File: config.mk
export PLATFORM = sky130hd
export DESIGN_NAME = display_sel_ctrl_flat
export DESIGN_NICKNAME = d
export VERILOG_FILES = /design/src/rtl/display_sel_ctrl_if.sv /design/src/rtl/display_sel_ctrl.sv /design/src/flat_wrapper.sv
export SDC_FILE = /design/constraint.sdc
export NUM_CORES = 1
export LEC_CHECK = 0
export CORE_MARGIN = 10
export CORE_UTILIZATION = 45
export DETAILED_ROUTE_END_ITERATION = 6
export SETUP_SLACK_MARGIN = 0.4
export SYNTH_ARGS = -nofsm -noshare
export SYNTH_HDL_FRONTEND = slang
export SYNTH_SLANG_ARGS = --single-unit
File: constraint.sdc
create_clock -name clk -period 2.15 [get_ports clk]
set_clock_uncertainty 0.1 [all_clocks]
set_input_delay 0.3225 -clock clk [delete_from_list [all_inputs] [get_ports clk]]
set_output_delay 0.3225 -clock clk [all_outputs]
set_load 0.02 [all_outputs]
File: src/rtl/display_sel_ctrl_if.sv
// Board-side signal bundle for the debug display selector.
// master drives the raw buttons and switch; slave produces the page select and step pulse.
interface display_sel_ctrl_if;
    logic       btn_next_n;
    logic       btn_prev_n;
    logic       btn_step_n;
    logic       auto_en;
    logic [3:0] sel;
    logic       step_pulse;
    logic [2:0] btn_state;

    modport master (
        output btn_next_n,
        output btn_prev_n,
        output btn_step_n,
        output auto_en,
        input  sel,
        input  step_pulse,
        input  btn_state
    );

    modport slave (
        input  btn_next_n,
        input  btn_prev_n,
        input  btn_step_n,
        input  auto_en,
        output sel,
        output step_pulse,
        output btn_state
    );
endinterface

File: src/rtl/display_sel_ctrl.sv
// Debug display front end: synchronizes and debounces board buttons, then
// steps the pc_display page select manually or on an auto-cycle timer.
module display_sel_ctrl #(
    parameter int unsigned DEBOUNCE_CYCLES = 500000,
    parameter int unsigned AUTO_CYCLES     = 50000000,
    parameter int unsigned CNT_W           = 26
) (
    input  logic               clk,
    input  logic               rst_n,
    display_sel_ctrl_if.slave  bus
);

    localparam int unsigned N_BTN    = 3;
    localparam int unsigned SEL_W    = 4;
    localparam int unsigned IDX_NEXT = 0;
    localparam int unsigned IDX_PREV = 1;
    localparam int unsigned IDX_STEP = 2;

    localparam logic [CNT_W-1:0] DB_LAST   = CNT_W'(DEBOUNCE_CYCLES - 1);
    localparam logic [CNT_W-1:0] AUTO_LAST = CNT_W'(AUTO_CYCLES - 1);

    logic [N_BTN-1:0]            w_btn_raw_n;
    logic [N_BTN-1:0]            w_btn_act;
    logic [N_BTN-1:0]            r_btn_s1_n;
    logic [N_BTN-1:0]            r_btn_s2_n;
    logic                        r_auto_s1;
    logic                        r_auto_s2;

    logic [N_BTN-1:0]            r_stb;
    logic [N_BTN-1:0]            r_stb_d;
    logic [N_BTN-1:0]            r_evt;
    logic [N_BTN-1:0][CNT_W-1:0] r_db_cnt;

    logic [CNT_W-1:0]            r_auto_cnt;
    logic                        r_tick;
    logic [SEL_W-1:0]            r_sel;

    logic                        w_evt_next;
    logic                        w_evt_prev;
    logic                        w_manual;

    assign w_btn_raw_n = {bus.btn_step_n, bus.btn_prev_n, bus.btn_next_n};

    // Two-flop synchronizers; buttons idle released, switch idles off.
    always_ff @(posedge clk or negedge rst_n) begin
        if (!rst_n) begin
            r_btn_s1_n <= '1;
            r_btn_s2_n <= '1;
            r_auto_s1  <= 1'b0;
            r_auto_s2  <= 1'b0;
        end else begin
            r_btn_s1_n <= w_btn_raw_n;
            r_btn_s2_n <= r_btn_s1_n;
            r_auto_s1  <= bus.auto_en;
            r_auto_s2  <= r_auto_s1;
        end
    end

    // Stable state is kept in pressed polarity so btn_state is a plain register.
    assign w_btn_act = ~r_btn_s2_n;

    // Per-button debounce plus a one-cycle press event, one cycle after stb rises.
    always_ff @(posedge clk or negedge rst_n) begin
        if (!rst_n) begin
            r_stb    <= '0;
            r_stb_d  <= '0;
            r_evt    <= '0;
            r_db_cnt <= '0;
        end else begin
            r_stb_d <= r_stb;
            r_evt   <= r_stb & ~r_stb_d;
            for (int i = 0; i < int'(N_BTN); i++) begin
                if (w_btn_act[i] == r_stb[i]) begin
                    r_db_cnt[i] <= '0;
                end else if (r_db_cnt[i] == DB_LAST) begin
                    r_stb[i]    <= w_btn_act[i];
                    r_db_cnt[i] <= '0;
                end else begin
                    r_db_cnt[i] <= r_db_cnt[i] + CNT_W'(1);
                end
            end
        end
    end

    assign w_evt_next = r_evt[IDX_NEXT];
    assign w_evt_prev = r_evt[IDX_PREV];
    assign w_manual   = w_evt_next | w_evt_prev;

    // Auto timer restarts on any manual page move so the next tick is a full period away.
    always_ff @(posedge clk or negedge rst_n) begin
        if (!rst_n) begin
            r_auto_cnt <= '0;
            r_tick     <= 1'b0;
        end else if (!r_auto_s2 || w_manual) begin
            r_auto_cnt <= '0;
            r_tick     <= 1'b0;
        end else if (r_auto_cnt == AUTO_LAST) begin
            r_auto_cnt <= '0;
            r_tick     <= 1'b1;
        end else begin
            r_auto_cnt <= r_auto_cnt + CNT_W'(1);
            r_tick     <= 1'b0;
        end
    end

    // Page select: simultaneous next/prev cancel; a manual move swallows a coincident tick.
    always_ff @(posedge clk or negedge rst_n) begin
        if (!rst_n) begin
            r_sel <= '0;
        end else if (w_evt_next && !w_evt_prev) begin
            r_sel <= r_sel + SEL_W'(1);
        end else if (w_evt_prev && !w_evt_next) begin
            r_sel <= r_sel - SEL_W'(1);
        end else if (!w_manual && r_tick) begin
            r_sel <= r_sel + SEL_W'(1);
        end
    end

    assign bus.sel        = r_sel;
    assign bus.step_pulse = r_evt[IDX_STEP];
    assign bus.btn_state  = r_stb;

endmodule

File: src/flat_wrapper.sv
// flat-port wrapper written by rule: the top's interface ports become plain ports
module display_sel_ctrl_flat 
#(
    parameter int unsigned DEBOUNCE_CYCLES = 500000,
    parameter int unsigned AUTO_CYCLES     = 50000000,
    parameter int unsigned CNT_W           = 26
)
  (clk, rst_n, bus_btn_next_n, bus_btn_prev_n, bus_btn_step_n, bus_auto_en, bus_sel, bus_step_pulse, bus_btn_state);
  display_sel_ctrl_if bus_i ();
  input  logic clk;
  input  logic rst_n;
  input wire logic [$bits(bus_i.btn_next_n)-1:0] bus_btn_next_n;
  input wire logic [$bits(bus_i.btn_prev_n)-1:0] bus_btn_prev_n;
  input wire logic [$bits(bus_i.btn_step_n)-1:0] bus_btn_step_n;
  input wire logic [$bits(bus_i.auto_en)-1:0] bus_auto_en;
  output wire logic [$bits(bus_i.sel)-1:0] bus_sel;
  output wire logic [$bits(bus_i.step_pulse)-1:0] bus_step_pulse;
  output wire logic [$bits(bus_i.btn_state)-1:0] bus_btn_state;
  assign bus_i.btn_next_n = bus_btn_next_n;
  assign bus_i.btn_prev_n = bus_btn_prev_n;
  assign bus_i.btn_step_n = bus_btn_step_n;
  assign bus_i.auto_en = bus_auto_en;
  assign bus_sel = bus_i.sel;
  assign bus_step_pulse = bus_i.step_pulse;
  assign bus_btn_state = bus_i.btn_state;
  display_sel_ctrl #(.DEBOUNCE_CYCLES(DEBOUNCE_CYCLES), .AUTO_CYCLES(AUTO_CYCLES), .CNT_W(CNT_W)) u_core (.clk(clk), .rst_n(rst_n), .bus(bus_i));
endmodule
==> reports/results.tsv <==
stage	metric	value	unit
global_routing	vias in the first global route	5482	
cells_and_area	diode count	0	
setup_path	Worst Path Max Fanout	5	
cells_and_area	final non-filler cell total	959	
sta	RSZ-0062 raised after global routing	yes	
routing	Initial DRT Pass Iterations	5	
setup_path	critical path class	flip-flop to flip-flop	
yosys	sequential area share after synthesis	50.3	%
routing	initial DRC count	317	
yosys	yosys warns	0	
pwr	peak supply drop	0.000580	V
place	GPL Wtd Cong	0.865	
yosys	Syn Inst Count	647	
routing	routed wire length	16.2	mm
global_routing	pin count of the biggest net entering global routing	61	
global_routing	total gr overflow	0	
sta	Fin. Hold Viols	0	
yosys	distinct cell type count after synthesis	44	
floorplanning	die area	0.0191	mm^2
clock_network	clk slew on worst S/H paths	0.05	ns
routing	via density per instance	5.73	
sta	Slew Viols, Final	0	
clock_network	CTS Sinks	126	
routing	DR vias	5498	
yosys	area share of the largest cell type after synthesis	47.8	%
sta	endpoints failing setup	0	
sta	crit share post-route	95.6	%
yosys	number of flops mapped to enable cells by yosys	0	
yosys	Post-synth ARST share	100	%
yosys	Main synth FF type	dfrtp_1	
sta	fmax	487	MHz
global_routing	all-layer global routing usage	16.1	%
yosys	Cell Area, Synth	0.00629	mm^2
cells_and_area	Area Overhead vs Synth	40.9	%
yosys	syn_nets	660	
global_routing	first-pass GRT wire length	26.1	mm
outcome	status	finished, final reports clean	
clock_network	CTS tree	yes	
place	# placed instances	846	
routing	wire per inst	16.9	um
sta	Worst Max-Slew Pin Slew	0.522	ns
clock_network	insertion delay to the later sink of the worst-skew pair	0.42	ns
floorplanning	die height	138	um
run	Max Cap Viol	0	
clock_network	CTS H-tree depth	4	
floorplanning	core box area	0.0138	mm^2
worst_hold_path	HP Class	input pin to flip-flop	
yosys	synth top area cells	dfrtp_1 48%, xnor2_1 4.3%, nand4_1 3.5%	
clock_network	Num CTS Buffers	17	
setup_path	Worst Path Required	2.35	ns
yosys	Seq cells post-synth	126	
setup_path	startpoint type of the worst setup path	flip-flop	
yosys	syn avg cell area	9.72	um^2
pwr	Lkg Pwr	3.46	nW
setup_path	Crit. End Element	flip-flop	
yosys	cell accounting for the most synthesized area	dfrtp_1	
cells_and_area	fraction of layout cells with a size suffix above 1	36.7	%
floorplanning	Initial Util	45.6	%
place	dpl hpwl	9.25	mm
cells_and_area	final core occ	64.3	%
setup_path	CP arrival	2.26	ns
floorplanning	Boundary Pins	14	
sta	hold slack	0.204	ns
routing	Routed Antenna Nets	0	
place	port bufs	13	
sta	Setup TNS	0	ns
cells_and_area	Nets	779	
routing	residual DRC count	0	
global_routing	initial antenna violation count	0	
floorplanning	standard-cell rows	43	
clock_network	root buffer cell	clkbuf_16	
clock_network	CTS max path bufs	2	
floorplanning	Die Wd	138	um
sta	max_slew headroom	64.9	%
pwr	Power Density	622	mW/mm^2
sta	crit path time final	2.06	ns
[area by class of cell]
class	count	area, um^2
Clock buffer	27	523
Clock inverter	5	55.1
Fill cell	1082	4910
Inverter	22	82.6
Multi-Input combinational cell	471	3580
Sequential cell	126	3180
Tap cell	180	225
Timing Repair Buffer	128	1210
[worst paths after layout]
path	depth (start not counted)	slack (ns)	start	end
hold reg to reg	0	0.25	u_core.r_btn_s1_n[1]	u_core.r_btn_s2_n[1]
hold / removal	1	0.20	bus_btn_next_n	u_core.r_btn_s1_n[0]
max in group asynchronous	3	0.93	rst_n	u_core.r_btn_s1_n[0]
setup / recovery	6	0.09	u_core.r_auto_cnt[8]	u_core.r_auto_cnt[1]
setup reg to reg	6	0.09	u_core.r_auto_cnt[8]	u_core.r_auto_cnt[1]
min in group asynchronous	2	0.30	rst_n	u_core.r_db_cnt[64]
[Yosys cell counts, types with 2 or more instances]
cell      instances
a211oi_1         10
a21oi_1          39
and2_1            4
and3_1           12
and4_1           15
buf_2             3
clkbuf_1         24
clkbuf_2          2
dfrtp_1         120
dfstp_2           6
ha_1              7
inv_1            22
mux2i_1           3
nand2_1          35
nand3_1          33
nand4_1          35
nand4b_1          6
nor2_1           56
nor3_1           28
nor4_1           19
nor4b_1           4
o21ai_0          29
o31ai_1          16
o31ai_2           2
o41ai_1           3
or2_2             2
or3_1            26
or4_1            17
xnor2_1          31
xor2_1           24
[critical path, cell delays in order (launching register included)]
cell and delay, ns:
dfrtp_1 0.38, or4b_1 0.53, or4_4 0.45, nor3_4 0.17, buf_6 0.14, buf_6 0.12, nor3b_1 0.05
[power by group]
group          internal [mW]  switching, mW
Combinational          0.122          0.153
Clock                   1.77           1.03
Sequential              2.40         0.0276
Total                   4.30           1.21
[routing by layer]
layer | share of wire [%] | wire length (um) | up-vias | track usage [%]
li1 | - | - | 2636 | -
met1 | 44 | 7150 | 2728 | 19.5
met2 | 50 | 8170 | 104 | 26.7
met3 | 3.4 | 558 | 30 | 4.25
met4 | 2.0 | 316 | 0 | 6.55
met5 | 0 | 0 | - | 0
[through the flow]
stage          worst slack, ns  power (mW)  instance area (um^2)
2_1_floorplan            0.129        2.54                  6500
3_3_place_gp             0.128        2.64                  6940
3_5_place_dp            0.0693        2.64                  6940
4_1_cts                  0.146        5.52                  8190
5_1_grt                 0.0373        5.71                  8860
6_report                0.0948        5.51                  8860
[flip-flops by register name, summed over array words and instances, names as in the netlist]
register,cells
u_core.r_btn_s1_n,3
u_core.r_auto_cnt,26
u_core.r_auto_s1,1
u_core.r_tick,1
u_core.r_evt,3
u_core.r_stb_d,3
u_core.bus.sel,4
u_core.bus.btn_state,3
u_core.r_db_cnt,78
u_core.r_auto_s2,1
u_core.r_btn_s2_n,3
[cells in the final DEF, fill, tap and decap left out, types with 8 or more instances in the layout]
master         Yosys  layout
a211oi_1          10       9
a21oi_1           39      16
a21oi_2            0      23
and3_1            12       9
and4_1            15      10
buf_4              0      85
buf_6              0      19
clkbuf_16          0      18
dfrtp_1          120     103
dfrtp_2            0      17
dlygate4sd2_1      0       8
inv_1             22      22
nand2_1           35      33
nand3_1           33      26
nand4_1           35      35
nor2_1            56      26
nor2_2             0      10
nor2_4             0      20
nor3_1            28      20
nor4_1            19      11
o21ai_0           29      26
o31ai_1           16      15
or3_1             26      23
or4_1             17       8
or4_4              0       9
xnor2_1           31      31
xor2_1            24      23
[timing repair]
item / 4_1_cts / 5_1_grt
cloned: 7 / 4
pin swaps: 22 / 41
buffers inserted: 43 / 26
hold endpoints to repair: 29 / 0
gates resized for setup: 61 / 117
hold buffers: 1 / 0
setup endpoints to repair: 110 / 106
[logic make-up (layout without fill, tap and decap cells)]
| kind of cell | count (synthesis) | after routing | share of synthesized area, % |
|---|---|---|---|
| buffers and inverters | 51 | 182 | 3.14 |
| and+or+nand+nor | 301 | 302 | 27.0 |
| xor gates and xnor gates | 55 | 55 | 7.66 |
| muxes | 3 | 3 | 0.478 |
| adders and majority gates | 7 | 7 | 1.39 |
| AOI/OAI and AO/OA | 104 | 104 | 10.0 |
| DFF | 126 | 126 | 50.3 |
(Power assumes the default switching activity.)
